$ cat src/rtl/dac_segment_encoder_pkg.sv
// rtl/dac_segment_encoder_pkg.sv - shared types, widths and the midscale pattern for the segment encoder
package dac_seg_pkg;
  localparam int MSB_W  = 4;
  localparam int LSB_W  = 6;
  localparam int NT     = 2**MSB_W;
  localparam int CODE_W = MSB_W + LSB_W;

  typedef enum logic [1:0] {OFF, WAKE, RUN} enc_state_t;

  // Lower half of the rotating cells plus the always-on offset cell.
  function automatic logic [NT:0] midscale_therm();
    logic [NT:0] t;
    t = '0;
    for (int i = 0; i < NT/2; i++) t[i] = 1'b1;
    t[NT] = 1'b1;
    return t;
  endfunction
endpackage

$ cat src/rtl/dac_segment_encoder_if.sv
// rtl/dac_segment_encoder_if.sv - code input handshake and cell-select outputs of the segment encoder
interface dac_segment_encoder_if;
  import dac_seg_pkg::*;

  logic [CODE_W-1:0] code_in;
  logic              code_valid;
  logic              dem_ena;
  logic              lsb_red_sel;
  logic [NT:0]       therm_sel;
  logic [LSB_W-1:0]  bin_sel;
  logic              bin0_red_sel;
  logic              enc_ready;
  logic [MSB_W-1:0]  dem_ptr;

  modport master (output code_in, code_valid, dem_ena, lsb_red_sel,
                  input  therm_sel, bin_sel, bin0_red_sel, enc_ready, dem_ptr);
  modport slave  (input  code_in, code_valid, dem_ena, lsb_red_sel,
                  output therm_sel, bin_sel, bin0_red_sel, enc_ready, dem_ptr);
endinterface

$ cat src/rtl/dac_segment_encoder_dem_rotator.sv
// rtl/dac_segment_encoder_dem_rotator.sv - m-cell thermometer mask starting at ptr, wrapping modulo NT
module dac_dem_rotator
  import dac_seg_pkg::*;
(
  input  logic [MSB_W-1:0] m_i,
  input  logic [MSB_W-1:0] ptr_i,
  output logic [NT-1:0]    mask_o
);
  // Cell i is on when its distance from ptr (mod NT) is below m.
  always_comb begin
    mask_o = '0;
    for (int i = 0; i < NT; i++) begin
      mask_o[i] = (MSB_W'(i) - ptr_i) < m_i;
    end
  end
endmodule

$ cat src/rtl/dac_segment_encoder.sv
// rtl/dac_segment_encoder.sv - pdb sequencing FSM, DEM pointer and 2-stage segment decode pipeline
module dac_segment_encoder
  import dac_seg_pkg::*;
#(
  parameter int WAKE_CYC    = 16,
  parameter int SYNC_STAGES = 2
)(
  input  logic                  clkin,
  input  logic                  rst,
  input  logic                  pdb,
  dac_segment_encoder_if.slave  bus
);
  localparam int WCNT_W = $clog2(WAKE_CYC + 1);

  logic [SYNC_STAGES-1:0] sync_q;
  logic                   pdb_s;
  enc_state_t             state_q, state_d;
  logic [WCNT_W-1:0]      wcnt_q, wcnt_d;
  logic [MSB_W-1:0]       dem_ptr_q, dem_ptr_d;
  logic                   go_off, accept;
  logic [MSB_W-1:0]       m_in;
  logic [LSB_W-1:0]       l_in;

  logic                   s1_vld_q;
  logic [MSB_W-1:0]       s1_m_q, s1_ptr_q;
  logic [LSB_W-1:0]       s1_l_q;
  logic                   s1_red_q;

  logic [NT-1:0]          mask;
  logic [LSB_W-1:0]       bin_d;
  logic                   bred_d;
  logic [NT:0]            therm_q;
  logic [LSB_W-1:0]       bin_q;
  logic                   bred_q;

  always_ff @(posedge clkin or posedge rst) begin
    if (rst) sync_q <= '0;
    else     sync_q <= {sync_q[SYNC_STAGES-2:0], pdb};
  end
  assign pdb_s = sync_q[SYNC_STAGES-1];

  always_ff @(posedge clkin or posedge rst) begin
    if (rst) begin
      state_q <= OFF;
      wcnt_q  <= '0;
    end else begin
      state_q <= state_d;
      wcnt_q  <= wcnt_d;
    end
  end

  always_comb begin
    state_d = state_q;
    wcnt_d  = wcnt_q;
    case (state_q)
      OFF: begin
        wcnt_d = '0;
        if (pdb_s) state_d = WAKE;
      end
      WAKE: begin
        if (!pdb_s) begin
          state_d = OFF;
          wcnt_d  = '0;
        end else if (wcnt_q == WCNT_W'(WAKE_CYC - 1)) begin
          state_d = RUN;
          wcnt_d  = '0;
        end else begin
          wcnt_d = wcnt_q + WCNT_W'(1);
        end
      end
      RUN:     if (!pdb_s) state_d = OFF;
      default: state_d = OFF;
    endcase
  end

  // A sample coinciding with the RUN->OFF edge is dropped because go_off wins.
  assign go_off = (state_q != OFF) && !pdb_s;
  assign accept = bus.code_valid && (state_q == RUN) && pdb_s;
  assign m_in   = bus.code_in[CODE_W-1:LSB_W];
  assign l_in   = bus.code_in[LSB_W-1:0];

  always_comb begin
    dem_ptr_d = dem_ptr_q;
    if (go_off)      dem_ptr_d = '0;
    else if (accept) dem_ptr_d = bus.dem_ena ? dem_ptr_q + m_in : '0;
  end

  always_ff @(posedge clkin or posedge rst) begin
    if (rst) begin
      dem_ptr_q <= '0;
      s1_vld_q  <= 1'b0;
      s1_m_q    <= '0;
      s1_ptr_q  <= '0;
      s1_l_q    <= '0;
      s1_red_q  <= 1'b0;
    end else begin
      dem_ptr_q <= dem_ptr_d;
      if (go_off) begin
        s1_vld_q <= 1'b0;
        s1_m_q   <= '0;
        s1_ptr_q <= '0;
        s1_l_q   <= '0;
        s1_red_q <= 1'b0;
      end else begin
        s1_vld_q <= accept;
        if (accept) begin
          s1_m_q   <= m_in;
          s1_ptr_q <= bus.dem_ena ? dem_ptr_q : '0;
          s1_l_q   <= l_in;
          s1_red_q <= bus.lsb_red_sel;
        end
      end
    end
  end

  dac_dem_rotator u_rot (
    .m_i    (s1_m_q),
    .ptr_i  (s1_ptr_q),
    .mask_o (mask)
  );

  always_comb begin
    bin_d  = s1_l_q;
    bred_d = 1'b0;
    if (s1_red_q) begin
      bin_d[0] = 1'b0;
      bred_d   = s1_l_q[0];
    end
  end

  // S2 preloads midscale during WAKE so RUN starts from that pattern until the first sample lands.
  always_ff @(posedge clkin or posedge rst) begin
    if (rst) begin
      therm_q <= '0;
      bin_q   <= '0;
      bred_q  <= 1'b0;
    end else if (go_off) begin
      therm_q <= '0;
      bin_q   <= '0;
      bred_q  <= 1'b0;
    end else if (state_q == WAKE) begin
      therm_q <= midscale_therm();
      bin_q   <= '0;
      bred_q  <= 1'b0;
    end else if (s1_vld_q) begin
      therm_q <= {1'b1, mask};
      bin_q   <= bin_d;
      bred_q  <= bred_d;
    end
  end

  assign bus.therm_sel    = (state_q == WAKE) ? midscale_therm() : therm_q;
  assign bus.bin_sel      = bin_q;
  assign bus.bin0_red_sel = bred_q;
  assign bus.enc_ready    = (state_q == RUN);
  assign bus.dem_ptr      = dem_ptr_q;
endmodule

$ cat src/flat_wrapper.sv
// flat-port wrapper written by rule: the top's interface ports become plain ports
module dac_segment_encoder_flat import dac_seg_pkg::*;
#(
  parameter int WAKE_CYC    = 16,
  parameter int SYNC_STAGES = 2
)
  (clkin, rst, pdb, bus_code_in, bus_code_valid, bus_dem_ena, bus_lsb_red_sel, bus_therm_sel, bus_bin_sel, bus_bin0_red_sel, bus_enc_ready, bus_dem_ptr);
  dac_segment_encoder_if bus_i ();
  input  logic clkin;
  input  logic rst;
  input  logic pdb;
  input wire logic [$bits(bus_i.code_in)-1:0] bus_code_in;
  input wire logic [$bits(bus_i.code_valid)-1:0] bus_code_valid;
  input wire logic [$bits(bus_i.dem_ena)-1:0] bus_dem_ena;
  input wire logic [$bits(bus_i.lsb_red_sel)-1:0] bus_lsb_red_sel;
  output wire logic [$bits(bus_i.therm_sel)-1:0] bus_therm_sel;
  output wire logic [$bits(bus_i.bin_sel)-1:0] bus_bin_sel;
  output wire logic [$bits(bus_i.bin0_red_sel)-1:0] bus_bin0_red_sel;
  output wire logic [$bits(bus_i.enc_ready)-1:0] bus_enc_ready;
  output wire logic [$bits(bus_i.dem_ptr)-1:0] bus_dem_ptr;
  assign bus_i.code_in = bus_code_in;
  assign bus_i.code_valid = bus_code_valid;
  assign bus_i.dem_ena = bus_dem_ena;
  assign bus_i.lsb_red_sel = bus_lsb_red_sel;
  assign bus_therm_sel = bus_i.therm_sel;
  assign bus_bin_sel = bus_i.bin_sel;
  assign bus_bin0_red_sel = bus_i.bin0_red_sel;
  assign bus_enc_ready = bus_i.enc_ready;
  assign bus_dem_ptr = bus_i.dem_ptr;
  dac_segment_encoder #(.WAKE_CYC(WAKE_CYC), .SYNC_STAGES(SYNC_STAGES)) u_core (.clkin(clkin), .rst(rst), .pdb(pdb), .bus(bus_i));
endmodule
$ cat config.mk
export PLATFORM = sky130hd
export DESIGN_NAME = dac_segment_encoder_flat
export DESIGN_NICKNAME = d
export VERILOG_FILES = /design/src/rtl/dac_segment_encoder_pkg.sv /design/src/rtl/dac_segment_encoder_if.sv /design/src/rtl/dac_segment_encoder_dem_rotator.sv /design/src/rtl/dac_segment_encoder.sv /design/src/flat_wrapper.sv
export SDC_FILE = /design/constraint.sdc
export NUM_CORES = 1
export LEC_CHECK = 0
export CORE_UTILIZATION = 57
export CTS_BUF_LIST = sky130_fd_sc_hd__clkbuf_2 sky130_fd_sc_hd__clkbuf_4 sky130_fd_sc_hd__clkbuf_8
export CTS_CLUSTER_DIAMETER = 150
export DETAILED_ROUTE_END_ITERATION = 8
export HOLD_SLACK_MARGIN = 0.05
export PLACE_DENSITY_LB_ADDON = 0.08
export SYNTH_ARGS = -nofsm -noshare
export SYNTH_HDL_FRONTEND = slang
export SYNTH_SLANG_ARGS = --single-unit
$ cat constraint.sdc
create_clock -name clkin -period 2.5 [get_ports clkin]
set_input_delay 0.625 -clock clkin [delete_from_list [all_inputs] [get_ports clkin]]
set_output_delay 0.625 -clock clkin [all_outputs]
set_load 0.005 [all_outputs]
==> impl_summary.md <==
STA
The worst slew slack as a fraction of its limit is 56.4%. The final clock skew is 0.00768 ns. The worst path needs around 2.3 ns of the cycle, external delays included. The number of failing setup endpoints in the final timing report is 0. The count of final hold-check violations was 0.

The pin slew with the least headroom to its limit is 0.653 ns. In the final timing run, aggregate negative setup slack is 0 ns. Setup repair after global routing left no endpoint under its margin. The count of pins over their slew limit is 0. Dividing the final minimum period by the clock period gives 92.8%. For this run, the top clock speed supported by timing is 431 MHz.

Detailed routing
For this run, the detailed router's first-pass iteration total came to 4. In the routed design, unresolved DRC markers number 0. Detailed routing inserted a total of 2400 vias. The count of nets left with antenna violations after detail routing is 0. The aggregate routed wire length is 6130 microns. In the routed layout, each cell is associated on average with a via count of between 5 and 6. The final routed wire length divided by cell count is 14.2 microns. The detailed router finished its first iteration with 102 violations.

Clocking
The longest clock path from root to sink contains 2 buffers. The clock sink count is 53. The tree is rooted in a sky130_fd_sc_hd__clkbuf_8.

The CTS buffer count is 5. The H-tree generated during clock tree synthesis spans 2 levels. The TritonCTS clock tree is built. Clock latency on the worst-skew pair, taken at its later pin, is just over 0.3 ns. After clock tree synthesis, the clock-pin slew on the worst setup and hold paths is roughly 0.1 ns.

Power
The part of the total power dissipated in combinational logic is 8.6%. The power per unit of standard cell area is 400 nW/um^2. Of the total power, the share spent switching nets is 24.5%. The portion of total power attributed to sequential cells is 58.5%.

The internal power of the cells totals about 1100 uW. The power spent charging and discharging nets is 373 uW. The worst-case IR drop observed on VDD is 0.315 mV. The total power of the final layout is 1520 uW. The fraction of power consumed by the clock network is between 30% and 40%. The static power due to leakage is 0.00178 uW.

Finish
The area growth from synthesis to layout is 18.5%. The count of fill cells added during filler insertion is between 400 and 500. The antenna diode count is 0.

The area taken by multi-input logic gates is 1710 sq um. Summing all flip-flop and latch instances after layout gives 1330 sq um. The post-route netlist has 7.44% of its cells at a drive strength greater than 1. At the end of the flow, the number of nets in the layout was around 420.

Yosys
After technology mapping, the gate count stands at 322. The flip-flop cell with the highest count after synthesis is sky130_fd_sc_hd__dfrtp_1. The distinct cell type count after synthesis is 45. Counting flops and latches in the post-synthesis netlist gives between 50 and 60. Yosys mapped a number of flops with a built-in enable equal to 0. For this run, the number of Yosys warnings is 0. After synthesis the cells add up to 3210 sq um. The average instance in the mapped netlist occupies about 10 sq um. The number of nets handed over by synthesis was about 380. Of all flip-flops after synthesis, the portion carrying an async set or reset was 100%. Sequential elements use 41.3% of the synthesized area.

Placement
The half-perimeter wire length after placement is about 4600 microns. Input and output buffers added on the ports amount to 44. At the end of routability-driven placement, the weighted congestion stood at ~0.8.

Outcome
The run finished with clean final reports.

Floorplan
In this run the core area contains 26 standard-cell rows. The die boundary width is between 70 and 80 microns. The initial core utilization is 60.9%. The die is 77.0 microns tall.

The standard cell core area is between 5000 and 6000 sq um. The area enclosed by the die boundary is 5930 sq um. In this run the count of I/O pins placed on the die edge is 45.

Setup path
The data arrival at the endpoint of the critical path is 1.70 ns. STA classifies the critical path startpoint as a flip-flop. The data required time of the worst path is around 1.9 ns.

The kind of capture point of the worst setup path is an output port. The critical setup path kind is flip-flop to output port. Along the worst path, the maximum fanout reaches 19.

Global route
The via count of the first global-routing pass is 2298. The maximum number of pins on one net before global-route repair is 54. The wire length of the first global-routing pass is around 11000 microns. The number of antenna violations at the first check in global routing is 0. The overall overflow remaining after global route is 0.

The total track usage is 22.6%.

Flow run
Across the run, the number of max-cap violations was 0.

Hold path
In this run the worst hold path is classified as flip-flop to flip-flop.
[repair_timing]
action                     4_1_cts  5_1_grt
hold buffers                     0        0
setup endpoints to repair        0       17
resized for setup                0        2
buffers inserted                 0        0
[Yosys cell counts, types with 2 or more instances]
| master | count | area [sq um] |
|---|---|---|
| sky130_fd_sc_hd__a211oi_1 | 8 | 60.1 |
| sky130_fd_sc_hd__a21o_1 | 12 | 90.1 |
| sky130_fd_sc_hd__a21oi_1 | 28 | 140 |
| sky130_fd_sc_hd__a22o_1 | 10 | 87.6 |
| sky130_fd_sc_hd__a2bb2oi_1 | 8 | 70.1 |
| sky130_fd_sc_hd__a32o_1 | 5 | 50.1 |
| sky130_fd_sc_hd__and2_1 | 10 | 62.6 |
| sky130_fd_sc_hd__buf_2 | 6 | 30.0 |
| sky130_fd_sc_hd__buf_4 | 3 | 22.5 |
| sky130_fd_sc_hd__clkbuf_1 | 5 | 18.8 |
| sky130_fd_sc_hd__dfrtp_1 | 53 | 1330 |
| sky130_fd_sc_hd__ha_1 | 39 | 488 |
| sky130_fd_sc_hd__inv_1 | 25 | 93.8 |
| sky130_fd_sc_hd__nand2_1 | 27 | 101 |
| sky130_fd_sc_hd__nand2b_1 | 13 | 81.3 |
| sky130_fd_sc_hd__nand3_1 | 6 | 30.0 |
| sky130_fd_sc_hd__nand4_1 | 2 | 12.5 |
| sky130_fd_sc_hd__nand4b_1 | 2 | 17.5 |
| sky130_fd_sc_hd__nor2_1 | 3 | 11.3 |
| sky130_fd_sc_hd__nor2_2 | 3 | 18.8 |
| sky130_fd_sc_hd__nor2b_1 | 2 | 12.5 |
| sky130_fd_sc_hd__o21a_1 | 3 | 22.5 |
| sky130_fd_sc_hd__o21ai_0 | 17 | 85.1 |
| sky130_fd_sc_hd__o21ai_1 | 2 | 10.0 |
| sky130_fd_sc_hd__xnor2_1 | 8 | 70.1 |
| sky130_fd_sc_hd__xor2_1 | 3 | 26.3 |
[power groups by stage]
stage | registers, uW | logic, uW | clock network (uW)
finish | 890 | 131 | 501
global route | 893 | 146 | 543
CTS | 889 | 133 | 516
detailed placement | 906 | 133 | 0
global placement | 904 | 130 | 0
floorplan | 901 | 71.1 | 0
[logic make-up (layout without fill, tap and decap cells)]
| kind of cell | after synthesis | in the layout | share of synthesized area, % |
|---|---|---|---|
| compound gates | 98 | 98 | 20.6 |
| mux | 1 | 1 | 0.351 |
| simple gates | 78 | 78 | 13.4 |
| flops | 53 | 53 | 41.3 |
| xor+xnor | 11 | 11 | 3.00 |
| buf+inv | 41 | 82 | 5.42 |
| fa+ha+maj | 40 | 40 | 15.8 |
[per-layer routing]
| layer | vias up | track usage, % | wire [microns] |
|---|---|---|---|
| met5 | - | 0 | 0 |
| met4 | 0 | 7.36 | 93 |
| met3 | 9 | 3.57 | 143 |
| met2 | 38 | 38.1 | 3000 |
| met1 | 1140 | 29.7 | 2900 |
| li1 | 1213 | - | - |
[cell type report]
| type | count | share of cell area (%) |
|---|---|---|
| clock inverters | 3 | 0.658 |
| multi-input cells | 228 | 45.0 |
| flip-flops and latches | 53 | 34.9 |
| repair buffers | 48 | 12.7 |
| well taps | 70 | 2.30 |
| inverters | 26 | 2.57 |
| clock buffers | 5 | 1.81 |
[worst paths after layout]
| check | from | slack [ns] | cells past startpoint | to |
|---|---|---|---|---|
| max in group asynchronous | rst | 1.60 | 3 | u_core.state_q[0] |
| min in group asynchronous | rst | 0.66 | 3 | u_core.sync_q[0] |
| worst max-delay path | u_core.state_q[0] | 0.18 | 3 | bus_therm_sel[11] |
| worst min register to register | u_core.sync_q[0] | 0.36 | 0 | u_core.sync_q[1] |
| worst min-delay path | u_core.sync_q[0] | 0.36 | 0 | u_core.sync_q[1] |
| worst max register to register | u_core.s1_ptr_q[1] | 0.29 | 9 | u_core.therm_q[12] |
[worst max-delay path: stages (launching register included)]
cell and delay [ns]:
sky130_fd_sc_hd__dfrtp_2 0.50, sky130_fd_sc_hd__nand2b_4 0.21, sky130_fd_sc_hd__and2_1 0.17, sky130_fd_sc_hd__clkdlybuf4s50_1 0.51
[through the flow]
| stage | cell area (sq um) | cells | utilization (%) | setup slack, ns | hold slack [ns] |
|---|---|---|---|---|---|
| after detailed placement | 3700 | 425 | 70.3 | 0.192 | 0.336 |
| after global placement | 3700 | 425 | 70.3 | 0.228 | 0.333 |
| after floorplan | 3210 | 322 | - | 0.562 | 0.331 |
| after CTS | 3800 | 433 | 72.0 | 0.0102 | 0.360 |
| after global routing | 3800 | 433 | 72.2 | 0.0941 | 0.372 |
| final | 3800 | 433 | 72.2 | 0.179 | 0.358 |
[layout by cell type (no fill, tap or decap), drive strengths merged, types with 4 or more instances in the layout]
master | netlist | final
dfrtp | 53 | 53
clkdlybuf4s50 | 0 | 44
ha | 39 | 39
a21oi | 28 | 28
nand2 | 27 | 27
inv | 26 | 27
o21ai | 20 | 20
nand2b | 14 | 14
a21o | 12 | 12
a22o | 10 | 10
and2 | 10 | 10
a2bb2oi | 8 | 8
a211oi | 8 | 8
xnor2 | 8 | 8
nand3 | 7 | 7
nor2 | 7 | 7
a32o | 5 | 5
clkbuf | 6 | 5
buf | 9 | 4
[sequential cells by signal (all words and copies together) (netlist names)]
signal                   cells
u_core.s1_m_q                4
u_core.s1_red_q              1
u_core.bus.dem_ptr           4
u_core.s1_ptr_q              4
u_core.bus.bin0_red_sel      1
u_core.wcnt_q                5
u_core.therm_q              17
u_core.s1_l_q                6
u_core.bus.bin_sel           6
u_core.sync_q                2
u_core.s1_vld_q              1
u_core.state_q               2
No activity file was read; power rests on OpenSTA's default activity.
